==> config.mk <==
export PLATFORM = sky130hd
export DESIGN_NAME = spi_burst_engine_flat
export DESIGN_NICKNAME = d
export VERILOG_FILES = /design/src/rtl/spi_burst_engine_pkg.sv /design/src/rtl/spi_burst_engine_if.sv /design/src/rtl/spi_burst_engine_byte_fifo.sv /design/src/rtl/spi_burst_engine.sv /design/src/flat_wrapper.sv
export SDC_FILE = /design/constraint.sdc
export NUM_CORES = 1
export LEC_CHECK = 0
export ABC_AREA = 1
export CAP_MARGIN = 5
export CORE_ASPECT_RATIO = 0.8
export CORE_MARGIN = 1.5
export CORE_UTILIZATION = 35
export CTS_CLUSTER_DIAMETER = 60
export CTS_CLUSTER_SIZE = 10
export DETAILED_ROUTE_END_ITERATION = 8
export PLACE_DENSITY = 0.56
export SETUP_SLACK_MARGIN = 0.3
export SYNTH_ARGS = -nofsm -noshare
export SYNTH_HDL_FRONTEND = slang
export SYNTH_SLANG_ARGS = --single-unit
export TNS_END_PERCENT = 20
==> constraint.sdc <==
create_clock -name CLK_i -period 2.93 [get_ports CLK_i]
set_input_delay 0.586 -clock CLK_i [delete_from_list [all_inputs] [get_ports CLK_i]]
set_output_delay 0.586 -clock CLK_i [all_outputs]
set_load 0.02 [all_outputs]
==> src/rtl/spi_burst_engine_pkg.sv <==
// spi_burst_engine_pkg: burst FSM state encoding and chip-select helpers
package spi_burst_engine_pkg;
  typedef enum logic [2:0] {
    IDLE  = 3'd0,
    ISSUE = 3'd1,
    XFER  = 3'd2,
    GAP   = 3'd3,
    DONE  = 3'd4
  } state_t;
  localparam logic [7:0] CS_IDLE = 8'hFF;
  function automatic logic [7:0] cs_decode(input logic [2:0] sel);
    return ~(8'b1 << sel);
  endfunction
endpackage

==> src/rtl/spi_burst_engine_if.sv <==
// spi_burst_engine_if: command handshake between burst engine and serializer
interface spi_burst_engine_if;
  logic       start_o;
  logic       stop_o;
  logic       write_o;
  logic       read_o;
  logic [7:0] SPI_Write_Data_o;
  logic [7:0] SPI_Read_Data_i;
  logic       trnfer_cmplte_i;
  logic [7:0] SPI_CS_Reg_o;
  modport master (
    output start_o, stop_o, write_o, read_o, SPI_Write_Data_o, SPI_CS_Reg_o,
    input  SPI_Read_Data_i, trnfer_cmplte_i
  );
  modport slave (
    input  start_o, stop_o, write_o, read_o, SPI_Write_Data_o, SPI_CS_Reg_o,
    output SPI_Read_Data_i, trnfer_cmplte_i
  );
endinterface

==> src/rtl/spi_burst_engine_byte_fifo.sv <==
// spi_byte_fifo: first-word-fall-through byte FIFO with level, full and empty
module spi_byte_fifo #(
  parameter int FIFO_DEPTH = 16,
  parameter int FIFO_AW    = 4
) (
  input  logic             clk,
  input  logic             rst_n,
  input  logic             clr,
  input  logic             push,
  input  logic [7:0]       din,
  input  logic             pop,
  output logic [7:0]       dout,
  output logic             full,
  output logic             empty,
  output logic [FIFO_AW:0] level
);
  logic [7:0]         mem [FIFO_DEPTH];
  logic [FIFO_AW-1:0] wr_ptr, rd_ptr;
  logic               wr_en, rd_en;
  assign wr_en = push & ~full;
  assign rd_en = pop & ~empty;
  assign dout  = mem[rd_ptr];
  // depth is a power of two, so the level MSB alone marks full
  assign full  = level[FIFO_AW];
  assign empty = level == '0;
  always_ff @(posedge clk or negedge rst_n)
    if (!rst_n) begin
      wr_ptr <= '0;
      rd_ptr <= '0;
      level  <= '0;
    end else if (clr) begin
      wr_ptr <= '0;
      rd_ptr <= '0;
      level  <= '0;
    end else begin
      wr_ptr <= wr_ptr + FIFO_AW'(wr_en);
      rd_ptr <= rd_ptr + FIFO_AW'(rd_en);
      level  <= level + (FIFO_AW+1)'(wr_en) - (FIFO_AW+1)'(rd_en);
    end
  always_ff @(posedge clk)
    if (wr_en) mem[wr_ptr] <= din;
endmodule

==> src/rtl/spi_burst_engine.sv <==
// spi_burst_engine: TX/RX byte FIFOs sequencing multi-byte bursts into the serializer
module spi_burst_engine
  import spi_burst_engine_pkg::*;
#(
  parameter int FIFO_DEPTH = 16,
  parameter int FIFO_AW    = 4
) (
  input  logic                 CLK_i,
  input  logic                 RSTn_i,
  input  logic                 RST_SYNC_i,
  input  logic                 TX_Push_i,
  input  logic [7:0]           TX_Data_i,
  output logic                 TX_Full_o,
  output logic [FIFO_AW:0]     TX_Level_o,
  input  logic                 RX_Pop_i,
  output logic [7:0]           RX_Data_o,
  output logic                 RX_Empty_o,
  output logic [FIFO_AW:0]     RX_Level_o,
  input  logic                 Go_i,
  input  logic [2:0]           CS_Sel_i,
  output logic                 Busy_o,
  output logic                 Done_o,
  output logic                 Overrun_o,
  input  logic                 Ovr_Clr_i,
  spi_burst_engine_if.master   spi
);
  state_t           state;
  logic [FIFO_AW:0] remaining;
  logic [7:0]       tx_dout;
  logic             tx_empty, tx_pop, rx_full, xfer_done;
  // the TX head is popped on the same edge that registers it onto the serializer bus
  assign tx_pop    = (state == IDLE && Go_i && !tx_empty) || (state == GAP && remaining != '0);
  assign xfer_done = state == XFER && spi.trnfer_cmplte_i;
  spi_byte_fifo #(.FIFO_DEPTH(FIFO_DEPTH), .FIFO_AW(FIFO_AW)) u_tx (
    .clk(CLK_i), .rst_n(RSTn_i), .clr(RST_SYNC_i), .push(TX_Push_i), .din(TX_Data_i),
    .pop(tx_pop), .dout(tx_dout), .full(TX_Full_o), .empty(tx_empty), .level(TX_Level_o)
  );
  spi_byte_fifo #(.FIFO_DEPTH(FIFO_DEPTH), .FIFO_AW(FIFO_AW)) u_rx (
    .clk(CLK_i), .rst_n(RSTn_i), .clr(RST_SYNC_i), .push(xfer_done), .din(spi.SPI_Read_Data_i),
    .pop(RX_Pop_i), .dout(RX_Data_o), .full(rx_full), .empty(RX_Empty_o), .level(RX_Level_o)
  );
  always_ff @(posedge CLK_i or negedge RSTn_i)
    if (!RSTn_i) begin
      state <= IDLE;
      remaining <= '0;
      {Busy_o, Done_o, Overrun_o} <= '0;
      {spi.start_o, spi.stop_o, spi.write_o, spi.read_o} <= '0;
      spi.SPI_Write_Data_o <= '0;
      spi.SPI_CS_Reg_o <= CS_IDLE;
    end else if (RST_SYNC_i) begin
      state <= IDLE;
      remaining <= '0;
      {Busy_o, Done_o, Overrun_o} <= '0;
      {spi.start_o, spi.stop_o, spi.write_o, spi.read_o} <= '0;
      spi.SPI_Write_Data_o <= '0;
      spi.SPI_CS_Reg_o <= CS_IDLE;
    end else begin
      Overrun_o <= (xfer_done && rx_full) || (Overrun_o && !Ovr_Clr_i);
      case (state)
        IDLE: if (Go_i) begin
          Busy_o <= 1'b1;
          if (tx_empty) begin
            state  <= DONE;
            Done_o <= 1'b1;
          end else begin
            state <= ISSUE;
            remaining <= TX_Level_o;
            {spi.start_o, spi.write_o, spi.read_o} <= 3'b111;
            spi.stop_o <= TX_Level_o == (FIFO_AW+1)'(1);
            spi.SPI_Write_Data_o <= tx_dout;
            spi.SPI_CS_Reg_o <= cs_decode(CS_Sel_i);
          end
        end
        ISSUE: state <= XFER;
        XFER: if (spi.trnfer_cmplte_i) begin
          state <= GAP;
          remaining <= remaining - (FIFO_AW+1)'(1);
          {spi.start_o, spi.stop_o, spi.write_o, spi.read_o} <= '0;
        end
        GAP: if (remaining != '0) begin
          state <= ISSUE;
          {spi.write_o, spi.read_o} <= 2'b11;
          spi.stop_o <= remaining == (FIFO_AW+1)'(1);
          spi.SPI_Write_Data_o <= tx_dout;
        end else begin
          state <= DONE;
          Done_o <= 1'b1;
          spi.SPI_CS_Reg_o <= CS_IDLE;
        end
        DONE: begin
          state  <= IDLE;
          Done_o <= 1'b0;
          Busy_o <= 1'b0;
        end
        default: state <= IDLE;
      endcase
    end
endmodule

==> src/flat_wrapper.sv <==
// flat-port wrapper written by rule: the top's interface ports become plain ports
module spi_burst_engine_flat import spi_burst_engine_pkg::*;
#(
  parameter int FIFO_DEPTH = 16,
  parameter int FIFO_AW    = 4
)
  (CLK_i, RSTn_i, RST_SYNC_i, TX_Push_i, TX_Data_i, TX_Full_o, TX_Level_o, RX_Pop_i, RX_Data_o, RX_Empty_o, RX_Level_o, Go_i, CS_Sel_i, Busy_o, Done_o, Overrun_o, Ovr_Clr_i, spi_start_o, spi_stop_o, spi_write_o, spi_read_o, spi_SPI_Write_Data_o, spi_SPI_CS_Reg_o, spi_SPI_Read_Data_i, spi_trnfer_cmplte_i);
  spi_burst_engine_if spi_i ();
  input  logic CLK_i;
  input  logic RSTn_i;
  input  logic RST_SYNC_i;
  input  logic TX_Push_i;
  input  logic [7:0] TX_Data_i;
  output logic TX_Full_o;
  output logic [FIFO_AW:0] TX_Level_o;
  input  logic RX_Pop_i;
  output logic [7:0] RX_Data_o;
  output logic RX_Empty_o;
  output logic [FIFO_AW:0] RX_Level_o;
  input  logic Go_i;
  input  logic [2:0] CS_Sel_i;
  output logic Busy_o;
  output logic Done_o;
  output logic Overrun_o;
  input  logic Ovr_Clr_i;
  output wire logic [$bits(spi_i.start_o)-1:0] spi_start_o;
  output wire logic [$bits(spi_i.stop_o)-1:0] spi_stop_o;
  output wire logic [$bits(spi_i.write_o)-1:0] spi_write_o;
  output wire logic [$bits(spi_i.read_o)-1:0] spi_read_o;
  output wire logic [$bits(spi_i.SPI_Write_Data_o)-1:0] spi_SPI_Write_Data_o;
  output wire logic [$bits(spi_i.SPI_CS_Reg_o)-1:0] spi_SPI_CS_Reg_o;
  input wire logic [$bits(spi_i.SPI_Read_Data_i)-1:0] spi_SPI_Read_Data_i;
  input wire logic [$bits(spi_i.trnfer_cmplte_i)-1:0] spi_trnfer_cmplte_i;
  assign spi_start_o = spi_i.start_o;
  assign spi_stop_o = spi_i.stop_o;
  assign spi_write_o = spi_i.write_o;
  assign spi_read_o = spi_i.read_o;
  assign spi_SPI_Write_Data_o = spi_i.SPI_Write_Data_o;
  assign spi_SPI_CS_Reg_o = spi_i.SPI_CS_Reg_o;
  assign spi_i.SPI_Read_Data_i = spi_SPI_Read_Data_i;
  assign spi_i.trnfer_cmplte_i = spi_trnfer_cmplte_i;
  spi_burst_engine #(.FIFO_DEPTH(FIFO_DEPTH), .FIFO_AW(FIFO_AW)) u_core (.CLK_i(CLK_i), .RSTn_i(RSTn_i), .RST_SYNC_i(RST_SYNC_i), .TX_Push_i(TX_Push_i), .TX_Data_i(TX_Data_i), .TX_Full_o(TX_Full_o), .TX_Level_o(TX_Level_o), .RX_Pop_i(RX_Pop_i), .RX_Data_o(RX_Data_o), .RX_Empty_o(RX_Empty_o), .RX_Level_o(RX_Level_o), .Go_i(Go_i), .CS_Sel_i(CS_Sel_i), .Busy_o(Busy_o), .Done_o(Done_o), .Overrun_o(Overrun_o), .Ovr_Clr_i(Ovr_Clr_i), .spi(spi_i));
endmodule
==> impl_metrics.json <==
{
  "status": "finished, final reports clean",
  "yosysSeqAreaShare_pct": 66.7,
  "fmax_mhz": 380,
  "synth_cell_type_count": 34,
  "required_ns": 2.34,
  "crit_path_frequent_cell": "nand3_1",
  "dp_hpwl_mm": 20.7,
  "end_kind": "primary output",
  "skew_ns": 0.0233,
  "tns_ns": 0,
  "wire_per_inst_um": 17.1,
  "critical-path-max-stage-delay_ns": 0.53,
  "grt_pass1_vias": 8920,
  "grt_max_degree": 65,
  "routed_via_density": 4.88,
  "nets": 1460,
  "drc_errors": 0,
  "crit_chain": "buf_12, buf_16, o211ai_1, nand3_1, nand3_1, nand2_1, buf_4",
  "grtUsageMet2_pct": 24.8,
  "cts_tree": "done",
  "vias": 9441,
  "netlist_instances": 1282,
  "critPathArrivalTime_ns": 2.05,
  "final_cell_mix": "nand2_1, edfxtp_1, inv_1",
  "drt-initial-drc-count": 728,
  "grtUsageTotal_pct": 16.6,
  "fp.dieW_um": 224,
  "wl_mm": 33.2,
  "timing.final.crit_share_pct": 89.9,
  "synth_area_per_cell_um2": 10.6,
  "crit_fanout": 19,
  "ys_warn_count": 0,
  "synthXorXnorAreaFrac_pct": 0.257,
  "drv_slew": 0,
  "r2r_slack_ns": 0.38,
  "cts_sinks": 312,
  "critical_path_class": "reg2out",
  "io_pins": 70,
  "worstMarginPinSlew_ns": 0.763,
  "h-tree-depth": 2,
  "synthToLayoutAreaGrowth_pct": 22.5,
  "initial_core_util_pct": 35.6,
  "port_buffers": 69,
  "min_path_type": "in2async",
  "firstDrtPassIters": 7,
  "antenna_found_initial": 0,
  "synth_mux_area_share_pct": 0,
  "rows": 64,
  "max_slew_margin_pct": 49.1,
  "fin_crit_ns": 2.63,
  "grt_busiest_layer": "met1",
  "drive_above_1_share_pct": 13.9,
  "setup_viol": 0,
  "nFillCells": 3632,
  "final_area_mm2": 0.0167,
  "final_common_cell": "nand2_1",
  "cts_root_buffer": "clkbuf_16",
  "rsz0062_at_grt": "true",
  "p_per_area_mw_per_mm2": 859,
  "ant_nets": 0,
  "crit_path_top_delay_cell": "dfrtp_4",
  "synthAdderAreaFrac_pct": 2.40,
  "grt_pass1_wl_mm": 52.1,
  "hold_viol": 0,
  "globalRouteMet1Util_pct": 24.8,
  "p_leak_nw": 6.67,
  "synth_top_family_by_area": "simple AND/OR/NAND/NOR gates",
  "synthSimpleGateAreaFrac_pct": 17.7,
  "holdBufCountCts": 0,
  "placed_area_mm2": 0.0152,
  "synth-compound-area-share_pct": 6.68,
  "whs_ns": 0.117,
  "clk_transition_reported_paths_ns": 0.06,
  "ys_seq_elements": 312,
  "met3_usage_pct": 2.81,
  "cts_buffer_depth": 3,
  "gr-total-overflow": 0,
  "crit_path_start_kind": "flop",
  "place_congestion": 0.834,
  "syn_nets": 1334,
  "cts_buffers": 38,
  "clock_latency_ns": 0.53,
  "cap_violations": 0,
  "dieArea_mm2": 0.0402,
  "core_mm2": 0.0384,
  "syn-cell-area_mm2": 0.0136,
  "max-vdd-ir-drop_v": 0.000500,
  "die_y_um": 180
}
## state kept, by name (all words and copies together), names as in the netlist
register / count
u_core.Overrun_o: 1
u_core.Busy_o: 1
u_core.u_rx.level: 5
u_core.u_tx.rd_ptr: 4
u_core.spi.write_o: 1
u_core.spi.SPI_Write_Data_o: 8
u_core.spi.start_o: 1
u_core.state: 3
u_core.spi.SPI_CS_Reg_o: 8
u_core.remaining: 5
u_core.Done_o: 1
u_core.spi.stop_o: 1
u_core.u_rx.rd_ptr: 4
u_core.u_tx.mem: 128
u_core.u_tx.wr_ptr: 4
u_core.u_rx.mem: 128
u_core.u_tx.level: 5
u_core.u_rx.wr_ptr: 4
## critical path, delay by kind of cell (launching register included)
| family | cells | cell delay (ns) |
|---|---|---|
| buffers and inverters | 3 | 0.49 |
| DFF | 1 | 0.53 |
| and+or+nand+nor | 3 | 0.33 |
| AOI/OAI and AO/OA | 1 | 0.18 |
## path summary, 6_finish.rpt
kind                                            start                         end  depth (start not counted)
setup reg to reg                 u_core.u_tx.level[3]        u_core.u_tx.level[4]                         15
min in group CLK_i         u_core.spi.SPI_CS_Reg_o[4]  u_core.spi.SPI_CS_Reg_o[4]                          2
max in group asynchronous                      RSTn_i             u_core.state[0]                          2
setup / recovery                u_core.u_rx.rd_ptr[0]                RX_Data_o[2]                          7
hold reg to reg            u_core.spi.SPI_CS_Reg_o[4]  u_core.spi.SPI_CS_Reg_o[4]                          2
hold / removal                                 RSTn_i       u_core.u_rx.rd_ptr[2]                          1
## report_power, final
| part | leakage (nW) | switching, mW | total, mW | internal [mW] |
|---|---|---|---|---|
| Combinational | 3.10 | 2.79 | 4.62 | 1.83 |
| Sequential | 3.02 | 0.258 | 5.41 | 5.16 |
| Clock | 0.544 | 1.80 | 4.33 | 2.53 |
## cells by family (layout without fill, tap and decap cells)
logic type      count (synthesis)  after routing
fa+ha+maj                      25             25
compound gates                158            158
simple gates                  569            569
buf+inv                       214            370
flops                         312            312
other cells                     0              1
xor+xnor                        4              4
## per-layer routing
metal | wire length (um) | vias up
li1 | - | 4573
met1 | 16000 | 4602
met2 | 14700 | 217
met3 | 1700 | 49
met4 | 786 | 0
met5 | 0 | -
## cell usage after synthesis
library cell / instances / area (um^2)
nand3_2: 2 / 20.0
inv_2: 9 / 33.8
nand4_1: 4 / 25.0
o21ai_0: 60 / 300
nor2_1: 97 / 364
buf_1: 6 / 22.5
o21bai_1: 2 / 15.0
nor2_4: 3 / 33.8
buf_2: 16 / 80.1
o21ai_1: 1 / 5.00
o22ai_1: 1 / 6.26
buf_12: 1 / 20.0
a21oi_1: 51 / 255
xnor2_1: 4 / 35.0
clkbuf_1: 27 / 101
inv_1: 148 / 556
clkinv_1: 3 / 11.3
dfstp_2: 8 / 210
nor2_2: 3 / 18.8
nand2_4: 3 / 33.8
nor3_4: 1 / 16.3
nand3_1: 132 / 661
fa_1: 2 / 40.0
nor3_1: 9 / 45.0
o21ai_2: 8 / 70.1
ha_1: 23 / 288
nand2_1: 308 / 1160
nand2_2: 7 / 43.8
edfxtp_1: 256 / 7690
dfrtp_1: 48 / 1200
a31oi_1: 2 / 12.5
a211oi_1: 1 / 7.51
o211ai_1: 32 / 240
buf_4: 4 / 30.0
## layout make-up
type                            count  area [um^2]  area share, %
Multi-Input combinational cell    756         3800           22.8
Inverter                          160          601           3.59
Antenna cell                        1         2.50         0.0150
Tap cell                          495          619           3.71
Timing Repair Buffer              140         1440           8.60
Sequential cell                   312         9110           54.5
Clock inverter                      5         55.1          0.329
Clock buffer                       65         1080           6.48
## what timing repair did
item                                    4_1_cts  5_1_grt
endpoints found under the setup margin       10       11
gates resized for setup                      71       26
endpoints found under the hold margin         0        0
pin swaps                                    12       20
gates cloned                                  6        0
setup buffers                                 9        4
## metrics by stage
stage	utilization, %	total power, mW	setup WS [ns]	instances
6_report	43.6	14.4	0.295	1934
5_1_grt	43.6	15.2	0.215	1933
4_1_cts	43.3	14.4	0.280	1929
3_5_place_dp	39.5	9.57	0.0207	1844
3_3_place_gp	39.5	9.51	0.0822	1844
2_1_floorplan	-	8.11	0.341	1282
(Power assumes the default switching activity.)
